===== config.mk =====
export PLATFORM = sky130hd
export DESIGN_NAME = disp_scheduler
export DESIGN_NICKNAME = d
export VERILOG_FILES = /design/src/rtl/disp_sched_pkg.sv /design/src/rtl/disp_scheduler_rr_pick.sv /design/src/rtl/disp_scheduler.sv
export SDC_FILE = /design/constraint.sdc
export NUM_CORES = 1
export LEC_CHECK = 0
export ABC_AREA = 1
export BUFFER_PORTS_ARGS = -buffer_cell sky130_fd_sc_hd__buf_2
export CAP_MARGIN = 20
export CORE_UTILIZATION = 50
export CTS_CLUSTER_SIZE = 28
export DETAILED_ROUTE_END_ITERATION = 7
export MAX_ROUTING_LAYER = met4
export PLACE_DENSITY = 0.9
export SLEW_MARGIN = 20
export SYNTH_ARGS = -nofsm -noshare
export SYNTH_HDL_FRONTEND = slang
export SYNTH_SLANG_ARGS = --single-unit

===== constraint.sdc =====
create_clock -name clk -period 6.05 [get_ports clk]
set_clock_uncertainty 0.15 [all_clocks]
set_input_delay 1.21 -clock clk [delete_from_list [all_inputs] [get_ports clk]]
set_output_delay 1.21 -clock clk [all_outputs]
set_load 0.02 [all_outputs]

===== src/rtl/disp_sched_pkg.sv =====
// Shared types and constants for the display scheduler.
package disp_sched_pkg;

  // Scheduler states: no owner, owner granted, blanking gap before the next owner.
  typedef enum logic [1:0] {
    StIdle  = 2'b00,
    StHold  = 2'b01,
    StBlank = 2'b10
  } state_e;

  // Ownership modes as driven on the mode input.
  localparam logic [1:0] MODE_AUTO   = 2'b00;
  localparam logic [1:0] MODE_MANUAL = 2'b01;
  localparam logic [1:0] MODE_PRIO   = 2'b10;
  localparam logic [1:0] MODE_FREEZE = 2'b11;

  // Counter/index width for a count of n; never narrower than one bit.
  function automatic int unsigned cnt_width(input int unsigned n);
    return (n > 1) ? $clog2(n) : 1;
  endfunction

endpackage


===== src/rtl/disp_scheduler_rr_pick.sv =====
// Circular next-requester finder: searches start+1, start+2, ... wrapping round,
// with start itself examined last. With start = N_REQ-1 it yields the lowest
// requesting index, so it doubles as the fixed-priority picker.
module rr_pick
  import disp_sched_pkg::*;
#(
  parameter int unsigned N_REQ = 4,
  parameter int unsigned SEL_W = cnt_width(N_REQ)
) (
  input  logic [N_REQ-1:0] req,
  input  logic [SEL_W-1:0] start,
  output logic             found,
  output logic [SEL_W-1:0] idx
);

  logic [SEL_W-1:0] cand;

  // First requester in circular order after start; offset N_REQ wraps back to start.
  always_comb begin
    found = 1'b0;
    idx   = '0;
    cand  = '0;
    for (int unsigned k = 1; k <= N_REQ; k++) begin
      cand = start + SEL_W'(k);
      if (!found && req[cand]) begin
        found = 1'b1;
        idx   = cand;
      end
    end
  end

endmodule


===== src/rtl/disp_scheduler.sv =====
// Display ownership scheduler: picks one requester at a time to drive the
// seven-segment path, inserting a blanking gap whenever the owner changes.
module disp_scheduler
  import disp_sched_pkg::*;
#(
  parameter int unsigned N_REQ     = 4,
  parameter int unsigned DWELL_CYC = 100_000_000,
  parameter int unsigned BLANK_CYC = 1_000_000,
  localparam int unsigned SEL_W    = cnt_width(N_REQ)
) (
  input  logic                 clk,
  input  logic                 RSTN,
  input  logic [N_REQ-1:0]     req,
  input  logic [32*N_REQ-1:0]  req_data,
  input  logic [8*N_REQ-1:0]   req_point,
  input  logic [8*N_REQ-1:0]   req_le,
  input  logic [1:0]           mode,
  input  logic [SEL_W-1:0]     manual_sel,
  input  logic                 next_pulse,
  output logic [31:0]          disp_data,
  output logic [7:0]           disp_point,
  output logic [7:0]           disp_le,
  output logic [N_REQ-1:0]     grant,
  output logic [SEL_W-1:0]     cur_sel,
  output logic                 valid,
  output logic                 switch_pulse
);

  localparam int unsigned DwellW = cnt_width(DWELL_CYC);
  localparam int unsigned GapW   = cnt_width(BLANK_CYC);

  localparam logic [DwellW-1:0] DwellLast = DwellW'(DWELL_CYC - 1);
  localparam logic [GapW-1:0]   GapLast   = GapW'(BLANK_CYC - 1);
  localparam logic [SEL_W-1:0]  SelLast   = SEL_W'(N_REQ - 1);

  state_e            state_q, state_d;
  logic [SEL_W-1:0]  sel_q, sel_d;
  logic              owned_q, owned_d;
  logic [DwellW-1:0] dwell_q, dwell_d;
  logic [GapW-1:0]   gap_q, gap_d;

  logic [31:0]       data_q, data_d;
  logic [7:0]        point_q, point_d;
  logic [7:0]        le_q, le_d;
  logic [N_REQ-1:0]  grant_q, grant_d;
  logic              valid_q, valid_d;
  logic              switch_q, switch_d;

  logic [SEL_W-1:0]  auto_start;
  logic              auto_found, prio_found;
  logic [SEL_W-1:0]  auto_idx, prio_idx;
  logic              cand_found;
  logic [SEL_W-1:0]  cand_idx;
  logic              frozen;
  logic              any_req;

  // Until someone has owned the display, round-robin starts from index 0.
  assign auto_start = owned_q ? sel_q : SelLast;
  assign frozen     = (mode == MODE_FREEZE);
  assign any_req    = |req;

  rr_pick #(
    .N_REQ (N_REQ),
    .SEL_W (SEL_W)
  ) u_auto_pick (
    .req   (req),
    .start (auto_start),
    .found (auto_found),
    .idx   (auto_idx)
  );

  rr_pick #(
    .N_REQ (N_REQ),
    .SEL_W (SEL_W)
  ) u_prio_pick (
    .req   (req),
    .start (SelLast),
    .found (prio_found),
    .idx   (prio_idx)
  );

  // Candidate owner for the current mode; freeze never offers one.
  always_comb begin
    cand_found = 1'b0;
    cand_idx   = '0;
    case (mode)
      MODE_AUTO: begin
        cand_found = auto_found;
        cand_idx   = auto_idx;
      end
      MODE_MANUAL: begin
        cand_found = req[manual_sel];
        cand_idx   = manual_sel;
      end
      MODE_PRIO: begin
        cand_found = prio_found;
        cand_idx   = prio_idx;
      end
      default: begin
        cand_found = 1'b0;
        cand_idx   = '0;
      end
    endcase
  end

  // Ownership FSM and counters; freeze holds everything in place.
  always_comb begin
    state_d = state_q;
    sel_d   = sel_q;
    owned_d = owned_q;
    dwell_d = dwell_q;
    gap_d   = gap_q;
    if (!frozen) begin
      unique case (state_q)
        StIdle: begin
          if (cand_found) begin
            state_d = StBlank;
            gap_d   = '0;
          end
        end
        StHold: begin
          if (!req[sel_q]) begin
            state_d = any_req ? StBlank : StIdle;
            gap_d   = '0;
          end else if (mode == MODE_AUTO) begin
            // Expiry and next_pulse together still make only one re-pick.
            if (dwell_q == DwellLast || next_pulse) begin
              if (cand_idx != sel_q) begin
                state_d = StBlank;
                gap_d   = '0;
              end else begin
                dwell_d = '0;
              end
            end else begin
              dwell_d = dwell_q + DwellW'(1);
            end
          end else if (!cand_found) begin
            state_d = StIdle;
          end else if (cand_idx != sel_q) begin
            state_d = StBlank;
            gap_d   = '0;
          end else if (dwell_q != DwellLast) begin
            dwell_d = dwell_q + DwellW'(1);
          end
        end
        StBlank: begin
          if (gap_q == GapLast) begin
            if (cand_found) begin
              state_d = StHold;
              sel_d   = cand_idx;
              owned_d = 1'b1;
              dwell_d = '0;
            end else begin
              state_d = StIdle;
            end
          end else begin
            gap_d = gap_q + GapW'(1);
          end
        end
        default: state_d = StIdle;
      endcase
    end
  end

  // Next-cycle output values: the owner's inputs while holding, otherwise blank.
  always_comb begin
    data_d   = '0;
    point_d  = '0;
    le_d     = '0;
    grant_d  = '0;
    valid_d  = (state_d == StHold);
    switch_d = (state_q == StBlank) && (state_d == StHold);
    if (valid_d) begin
      grant_d = N_REQ'(1) << sel_d;
      for (int unsigned i = 0; i < N_REQ; i++) begin
        if (sel_d == SEL_W'(i)) begin
          data_d  = req_data[32*i +: 32];
          point_d = req_point[8*i +: 8];
          le_d    = req_le[8*i +: 8];
        end
      end
    end
  end

  // State, counters and registered outputs.
  always_ff @(posedge clk or negedge RSTN) begin
    if (!RSTN) begin
      state_q  <= StIdle;
      sel_q    <= '0;
      owned_q  <= 1'b0;
      dwell_q  <= '0;
      gap_q    <= '0;
      data_q   <= '0;
      point_q  <= '0;
      le_q     <= '0;
      grant_q  <= '0;
      valid_q  <= 1'b0;
      switch_q <= 1'b0;
    end else begin
      state_q  <= state_d;
      sel_q    <= sel_d;
      owned_q  <= owned_d;
      dwell_q  <= dwell_d;
      gap_q    <= gap_d;
      data_q   <= data_d;
      point_q  <= point_d;
      le_q     <= le_d;
      grant_q  <= grant_d;
      valid_q  <= valid_d;
      switch_q <= switch_d;
    end
  end

  assign disp_data    = data_q;
  assign disp_point   = point_q;
  assign disp_le      = le_q;
  assign grant        = grant_q;
  assign cur_sel      = sel_q;
  assign valid        = valid_q;
  assign switch_pulse = switch_q;

endmodule

Yosys cells after proc, flatten, opt, wreduce, memory -nomap -nowiden:

Cells that the tools add are included.

* flip-flop bits (word level): 106
* input bits: 203
* output and inout bits: 56
* word-level logic and storage cells: 150

* add/sub/neg operators: 5
* $lt $le $gt $ge: 6
* eq/ne operators: 24
* shift operators: 1
* multiplexer cells: 79
* bitwise gates (word level): 1
* reduce and logical (&&, ||, !) cells: 23

Operators with widths (number)
* 2-to-1 mux 27 bit: 9
* 2-to-1 mux 32 bit: 5
* 2-to-1 mux 20 bit: 7
* 2-to-1 mux 8 bit: 10
* one-hot mux 20 bit (3 select lines): 1
* one-hot mux 27 bit (2 select lines): 1
* 2-to-1 mux 2 bit: 20
* adder 27 x 1 -> 27 bit, second input constant: 1
* equality test 27 bit, second input constant: 1
* != test 27 bit, second input constant: 1
* adder 20 x 1 -> 20 bit, second input constant: 1
* equality test 20 bit, second input constant: 1
* < comparator 2 x 3 -> 1 bit, second input constant: 6
* 2-to-1 mux 1 bit: 16
* binary-select mux 1 bit (select 2 bit): 6
* != test 3 bit, second input constant: 4
* one-hot mux 2 bit (3 select lines): 2
* equality test 2 bit, second input constant: 5
* != test 2 bit, second input constant: 5
* AND reduction 9 bit: 1
* equality test 2 x 1 -> 1 bit, second input constant: 4
* != test 4 bit, second input constant: 2
* logical AND 1 bit: 7
* logical NOT 1 bit: 6
* other kinds (14): 17

Depth between registers and ports, before layout:

Gate-level depths: netlist (run 1).

* depth after elaboration: 25
* depth in mapped cells: 23
* depth with buffers taken out: 22

Hierarchy:

Synthesis (run 1) repeated with hierarchy kept, for this count alone.

* cells, all modules: 1179
* area total of the unflattened synthesis: 7871.3 sq um

Modules (own cells, without submodules)
* disp_scheduler: instances 1, cells an instance 1081, area an instance 7290.7 sq um, seq. area each 2652.5 sq um
* rr_pick: instances 2, cells an instance 49, area an instance 290.3 sq um, seq. area each 0.0 sq um

Least setup slack after synthesis (run 1):

Ideal clock, no wire load.

* kind: input -> register
* from: input port mode[0]
* to: register data_q[27] (netlist: disp_data[27])
* setup time: 0.115 ns
* data arrival time: 2.849 ns
* data required time: 5.785 ns
* path slack: 2.937 ns
* cell stages on the path: 15
* buffers on the path: 2
* path through: nor2_4 > inv_2 > nor2_1 > inv_1 > nand3_1 > nand3_1 > o21ai_2 > buf_6 > nand2_4 > buf_6 > or2_1 > o211ai_2 > nand2_1 > clkinv_1 > nor2_1

* cells in the longest elaborated chain, start to end: 12
* elaborated cells on any way between the ends: 31
* those cells by class: eq/ne: 8; mux: 21; reduce/logical: 2

Ends and longest elaborated chain
* start: declaration: RTL line disp_scheduler.sv:17 `input logic [1:0] mode,`
* branches (longest 11 deep; another with one-hot mux 2 bit (3 select lines))
* 2-to-1 mux 32 bit (*): RTL line disp_scheduler.sv:173 `if (valid_d) begin`
* via data_d[27]: RTL line disp_scheduler.sv:42 `logic [31:0] data_q, data_d;`
* end signal: assignment: RTL line disp_scheduler.sv:205 `data_q <= data_d;`
* end: declaration: RTL line disp_scheduler.sv:42

Mark *: on every way through the listed nets, which the timed path passes.
A chain may end at the register's enable or synchronous reset.

Final worst setup path (run 1):

* from: input port mode[0]
* to: register data_q[22] (netlist: disp_data[22])

The elaborated chain is that of the path after synthesis.

==> impl_metrics.env, run 1 <==
export IMPL_status="finished, final reports clean"
export IMPL_intPower_w=0.001112
export IMPL_dieArea_um2=14480
export IMPL_synthArstFlopShare_pct=100.0
export IMPL_wl_um=23710
export IMPL_power_leakage_nw=4.315
export IMPL_finalNonFillerCells=1405
export IMPL_cts_max_path_buffers=2
export IMPL_synthMuxAreaShare_pct=0
export IMPL_yosys_cell_types_count=48
export IMPL_viasPerCell=5.564
export IMPL_utilization_pct=63.46
export IMPL_synth_compound_area_share_pct=14.44
export IMPL_ir_worst_vdd_mv=0.1919
export IMPL_synth_flop_cell="dfrtp_1"
export IMPL_hold_depth=2
export IMPL_cp_required_ns=6.12
export IMPL_rsz0062_at_grt="no"
export IMPL_hold_path_end="gap_q[19]"
export IMPL_grt_util_all_layers_pct=34.28
export IMPL_h_tree_depth=3
export IMPL_grt_max_degree=55
export IMPL_nNetsFinal=1421
export IMPL_setup_viol=0
export IMPL_core_um2=13450
export IMPL_maxCapViolCount=0
export IMPL_ioPinCount=259
export IMPL_area_growth_pct=21.90
export IMPL_tritoncts="done"
export IMPL_synth_edf_count=0
export IMPL_drcViolationCount=0
export IMPL_first_pass_iters=6
export IMPL_fin_crit_sh_pct=73.90
export IMPL_clkTransAtPathRegs_ns=0.07
export IMPL_combPwrFrac_pct=19.1
export IMPL_hold_viol=0
export IMPL_yosysSeqAreaShare_pct=37.88
export IMPL_synthCells=985
export IMPL_antenna_found_initial=7
export IMPL_min_path_type="flip-flop to flip-flop"
export IMPL_hold_buffers=0
export IMPL_relSlewSlack_pct=32.23
export IMPL_design_area_um2=8537
export IMPL_max_freq_mhz=223.7
export IMPL_pwr_share_clk_pct=34.7
export IMPL_initial_utilization_pct=52.06
export IMPL_busiest_layer="met2"
export IMPL_seqPwrFrac_pct=46.2
export IMPL_holdCritStartpoint="gap_q[19]"
export IMPL_timing_rr_start="state_q[1]"
export IMPL_cp_end_kind="flip-flop"
export IMPL_syn_avg_cell_area_um2=7.110
export IMPL_ys_warn_count=0
export IMPL_dr_total_vias=7817
export IMPL_layout_common_cells="280 x nand2_1, 257 x buf_2, 106 x dfrtp_1, 105 x nor2_1, 71 x inv_1"
export IMPL_switching_share_pct=30.28
export IMPL_die_width_um=120.3
export IMPL_final_layout_size_suffix_gt1_share_pct=26.95
export IMPL_synthSimpleGateAreaFrac_pct=35.61
export IMPL_arrival_ns=4.54
export IMPL_ys_ff_latch=106
export IMPL_setup_tns_ns=0
export IMPL_clock_sinks=106
export IMPL_first_iter_violations=685
export IMPL_synth_adder_area_share_pct=0.3573
export IMPL_ant_nets=0
export IMPL_rows=42
export IMPL_worst_pin_slew_ns=1.015
export IMPL_place_inst=1381
export IMPL_power_net_switching_w=0.0004828
export IMPL_r2r_cells=12
export IMPL_timing_rr_end="disp_data[22]"
export IMPL_start_kind="input port"
export IMPL_cts_resized=0
export IMPL_clockRootBuffer="clkbuf_16"
export IMPL_wl_per_cell_um=16.87
export IMPL_timing_final_crit_period_ns=4.471
export IMPL_crit_type="input port to flip-flop"
export IMPL_met1_usage_pct=40.79
export IMPL_grt_pass1_vias=7489
export IMPL_grt_pass1_wl_um=37400
export IMPL_mostFrequentLayoutCell="nand2_1"
export IMPL_cts_made_buffers=9
export IMPL_place_area_um2=8248
export IMPL_power_density_nw_per_um2=186.8
export IMPL_die_h_um=120.3
export IMPL_synth_xor_area_share_pct=2.626
export IMPL_dp_hpwl_um=17970
export IMPL_synth_nets=1190
export IMPL_clock_latency_ns=0.35
export IMPL_synth_top_family_by_area="simple AND/OR/NAND/NOR gates"
export IMPL_r2r_slack_ns=1.83
export IMPL_grt_met2_usage_pct=54.49
export IMPL_syn_area_um2=7003
export IMPL_final_max_slew_violation_count=0
export IMPL_portBuffers=258
export IMPL_overflow=0
export IMPL_grt_use_met3_pct=8.774
export IMPL_cts_setup_buffers=0
export IMPL_gp_congestion=0.9915
export IMPL_cp_max_fo=40
[logic make-up (layout without fill, tap and decap cells)]
group,after synthesis,in the layout
compound gates,174,174
xor+xnor,21,21
fa+ha+maj,2,2
buf+inv,128,364
flops,106,106
other cells,0,8
simple gates,554,554
[critical path, cell delays in order]
cell and delay, ns:
buf_2 0.14, nor2_4 0.34, inv_2 0.21, nor2_1 0.20
inv_1 0.06, nand3_1 0.18, nand3b_4 0.11, inv_2 0.07
nand2_1 0.08, nand2_4 0.08, inv_4 0.08, nor2_2 0.70
inv_2 0.54, buf_4 0.31, o21ai_1 0.15, nor2_1 0.07
[routing by layer]
| metal | routed length, um | vias to the layer above |
|---|---|---|
| li1 | - | 3731 |
| met4 | 986 | 0 |
| met2 | 11280 | 381 |
| met3 | 1841 | 70 |
| met5 | 0 | - |
| met1 | 9599 | 3635 |
[synth_stat cells (3+ instances only)]
library cell	count	area, um^2
a21boi_1	3	22.52
a21oi_1	23	115.1
a22oi_1	12	90.09
buf_1	3	11.26
buf_2	9	45.04
buf_4	7	52.55
buf_6	15	168.9
clkbuf_1	9	33.78
dfrtp_1	106	2653
inv_1	71	266.5
inv_2	10	37.54
nand2_1	280	1051
nand2_2	8	50.05
nand2_4	3	33.78
nand3_1	57	285.3
nand3_2	5	50.05
nand4_1	32	200.2
nor2_1	106	397.9
nor3_1	21	105.1
nor3_2	3	30.03
nor4_1	12	75.07
o2111ai_1	6	52.55
o211ai_1	8	60.06
o21ai_0	58	290.3
o21ai_1	49	245.2
o31ai_1	9	67.56
or2_0	7	43.79
or2_2	10	62.56
xnor2_1	3	26.28
xor2_1	18	157.7
[state kept, by name (all words and copies together) (netlist names)]
register	flops
owned_q	1
cur_sel	2
disp_point	8
switch_pulse	1
state_q	2
valid	1
dwell_q	27
gap_q	20
disp_le	8
grant	4
disp_data	32
[how the worst max path moves through the flow]
stage | start | to | slack (ns) | depth (start not counted)
final | mode[0] | disp_data[22] | 1.58 | 16
after global placement | mode[0] | disp_data[29] | 1.41 | 16
after global routing | mode[0] | disp_data[29] | 1.33 | 16
after CTS | mode[0] | disp_data[29] | 1.65 | 16
after detailed placement | mode[0] | disp_data[13] | 1.30 | 16
after floorplan | mode[0] | disp_data[27] | 2.94 | 15
[final cells by class]
class | count | area [um^2]
diodes | 8 | 20.02
fillers | 1299 | 4916
well taps | 176 | 220.2
multi-input cells | 751 | 3716
repair buffers | 264 | 1339
flip-flops and latches | 106 | 2653
inverters | 84 | 320.3
clock inverters | 5 | 36.28
clock buffers | 11 | 232.7
[metrics by stage]
stage          hold WS [ns]  total power, W  worst slack (ns)
3_3_place_gp         0.3181        0.001042             1.405
3_5_place_dp         0.3300        0.001048             1.297
2_1_floorplan        0.3017       0.0009226             2.937
5_1_grt              0.3638        0.001664             1.325
6_report             0.3439        0.001595             1.579
4_1_cts              0.3471        0.001602             1.654
[power by group through the flow]
stage               Sequential, W  Combinational [W]  Clock (W)
global placement         0.000749           0.000292          0
finish                   0.000737           0.000304   0.000553
CTS                      0.000736           0.000300   0.000565
detailed placement       0.000749           0.000299          0
floorplan                0.000746           0.000177          0
global route             0.000739           0.000339   0.000586
Power figures use the tool's default switching activity.
==> run 2, diff against run 1 <==
Clock period 6.05 ns to 4.6 ns, I/O delays scaled along.
==> run 2 against run 1 <==
  * Via count grew 1.0%
  * Design area grew 0.63%
  * Critical path depth shrank 2
  * Combinational power grew 35%
  * Final cell count grew 0.14%
  * Die area is the same
  * Sequential share of layout area shrank 0.19 points
  * Register-to-register slack lost 0.58 ns
==> impl_metrics.env, run 2 (synthesized netlist as in run 1, its figures left out) <==
export IMPL_hold_path_end="gap_q[19]"
export IMPL_dieArea_um2=14480
export IMPL_initial_utilization_pct=52.06
export IMPL_fin_crit_sh_pct=79.34
export IMPL_dr_total_vias=7896
export IMPL_multi_input_area_um2=3721
export IMPL_top_layer_used="met4"
export IMPL_grt_max_degree=54
export IMPL_die_h_um=120.3
export IMPL_hold_buffers=0
export IMPL_cts_setup_buffers=0
export IMPL_setup_tns_ns=0
export IMPL_overflow=0
export IMPL_first_pass_iters=5
export IMPL_dr_wl_met3_um=2221
export IMPL_cts_made_buffers=9
export IMPL_grt_pass1_wl_um=37920
export IMPL_cp_end_kind="flip-flop"
export IMPL_antenna_found_initial=6
export IMPL_layout_common_cells="280 x nand2_1, 257 x buf_2, 106 x dfrtp_1, 105 x nor2_1, 71 x inv_1"
export IMPL_tritoncts="done"
export IMPL_path_cells="buf_2, nor2_4, inv_2, nor2_1, inv_1, nand3_1, nand3_1, o21ai_2, inv_4, nor2_8, nand2_1, nand3_1, a21oi_1, nor2_1"
export IMPL_power_leakage_nw=4.348
export IMPL_ir_worst_vdd_mv=0.2653
export IMPL_die_width_um=120.3
export IMPL_final_max_slew_violation_count=0
export IMPL_cts_max_path_buffers=2
export IMPL_setup_viol=0
export IMPL_wl_um=24010
export IMPL_power_density_nw_per_um2=249.2
export IMPL_cts_resized=0
export IMPL_core_um2=13450
export IMPL_arrival_ns=3.76
export IMPL_relSlewSlack_pct=39.25
export IMPL_grt_pass1_vias=7559
export IMPL_place_inst=1385
export IMPL_fill_cells=1231
export IMPL_rows=42
export IMPL_worst_pin_slew_ns=0.9113
export IMPL_clkTransAtPathRegs_ns=0.07
export IMPL_seq_area_um2=2653
export IMPL_grt_util_all_layers_pct=34.71
export IMPL_crit_type="input port to flip-flop"
export IMPL_max_freq_mhz=274.0
export IMPL_maxCapViolCount=0
export IMPL_holdCritStartpoint="gap_q[19]"
export IMPL_h_tree_depth=3
export IMPL_ioPinCount=259
export IMPL_drcViolationCount=0
export IMPL_min_path_type="flip-flop to flip-flop"
export IMPL_whs_ns=0.3426
export IMPL_clock_latency_ns=0.36
export IMPL_start_kind="input port"
export IMPL_wl_met1_um=9293
export IMPL_final_layout_size_suffix_gt1_share_pct=27.18
export IMPL_clockRootBuffer="clkbuf_16"
export IMPL_first_iter_violations=767
export IMPL_dr_wl_met2_um=11560
export IMPL_timing_rr_end="disp_data[30]"
export IMPL_r2r_cells=13
export IMPL_timing_final_crit_period_ns=3.650
export IMPL_status="finished, final reports clean"
export IMPL_slowest_stage="o21ai_2"
export IMPL_finalNonFillerCells=1407
export IMPL_cpPeakStageDelay_ns=0.44
export IMPL_r2r_slack_ns=1.25
export IMPL_cpMostUsedCell="nand3_1"
export IMPL_timing_rr_start="gap_q[0]"
export IMPL_gp_congestion=1.004
export IMPL_rsz0062_at_grt="no"
export IMPL_hold_depth=2
export IMPL_cp_max_fo=31
export IMPL_nNetsFinal=1425
export IMPL_clock_sinks=106
export IMPL_hold_viol=0
export IMPL_mostFrequentLayoutCell="nand2_1"
export IMPL_wl_per_cell_um=17.06
export IMPL_ant_nets=0
export IMPL_viasPerCell=5.612
export IMPL_dp_hpwl_um=18130
export IMPL_cp_required_ns=4.71
export IMPL_portBuffers=258
export IMPL_fin_total_pwr_w=0.002141
export IMPL_largest_reg_flops=32
export IMPL_area_growth_pct=22.67
-- run 2: worst max path at each step --
stage | startpoint | endpoint
CTS | mode[0] | disp_data[30]
global route | mode[0] | disp_point[5]
floorplan | mode[0] | disp_data[27]
global placement | mode[0] | disp_data[24]
detailed placement | mode[0] | disp_data[30]
finish | mode[0] | disp_data[30]
-- run 2: report_power, final --
| part | internal (W) | switching [W] |
|---|---|---|
| Sequential | 0.000948 | 0.0000194 |
| Combinational | 0.000150 | 0.000261 |
| Clock | 0.000391 | 0.000372 |
| Total | 0.00149 | 0.000652 |
-- run 2: metal layers --
layer	GRT usage, %	up-vias
li1	-	3744
met1	41.59	3666
met2	54.49	415
met3	9.292	71
met4	16.36	0
met5	-	-
-- run 2: worst max-delay path: cells and delay by family --
| kind | cells | cell delay (ns) |
|---|---|---|
| compound gates | 2 | 0.49 |
| simple gates | 8 | 1.70 |
| buf+inv | 4 | 0.63 |
-- run 2: area by class of cell --
| class | count | area share (%) |
|---|---|---|
| multi-input cells | 751 | 43.31 |
| flip-flops and latches | 106 | 30.88 |
| repair buffers | 268 | 16.08 |
| inverters | 84 | 3.729 |
| clock buffers | 12 | 2.869 |
| well taps | 176 | 2.563 |
| clock inverters | 4 | 0.3932 |
| diodes | 6 | 0.1748 |
-- run 2: metrics by stage --
step	utilization, %	instance area [um^2]	setup WS (ns)
after floorplan	-	7003	1.777
after global placement	61.63	8290	0.5233
after detailed placement	61.66	8295	0.6688
after CTS	63.75	8576	1.010
after global routing	63.86	8591	0.7124
final	63.86	8591	0.9504
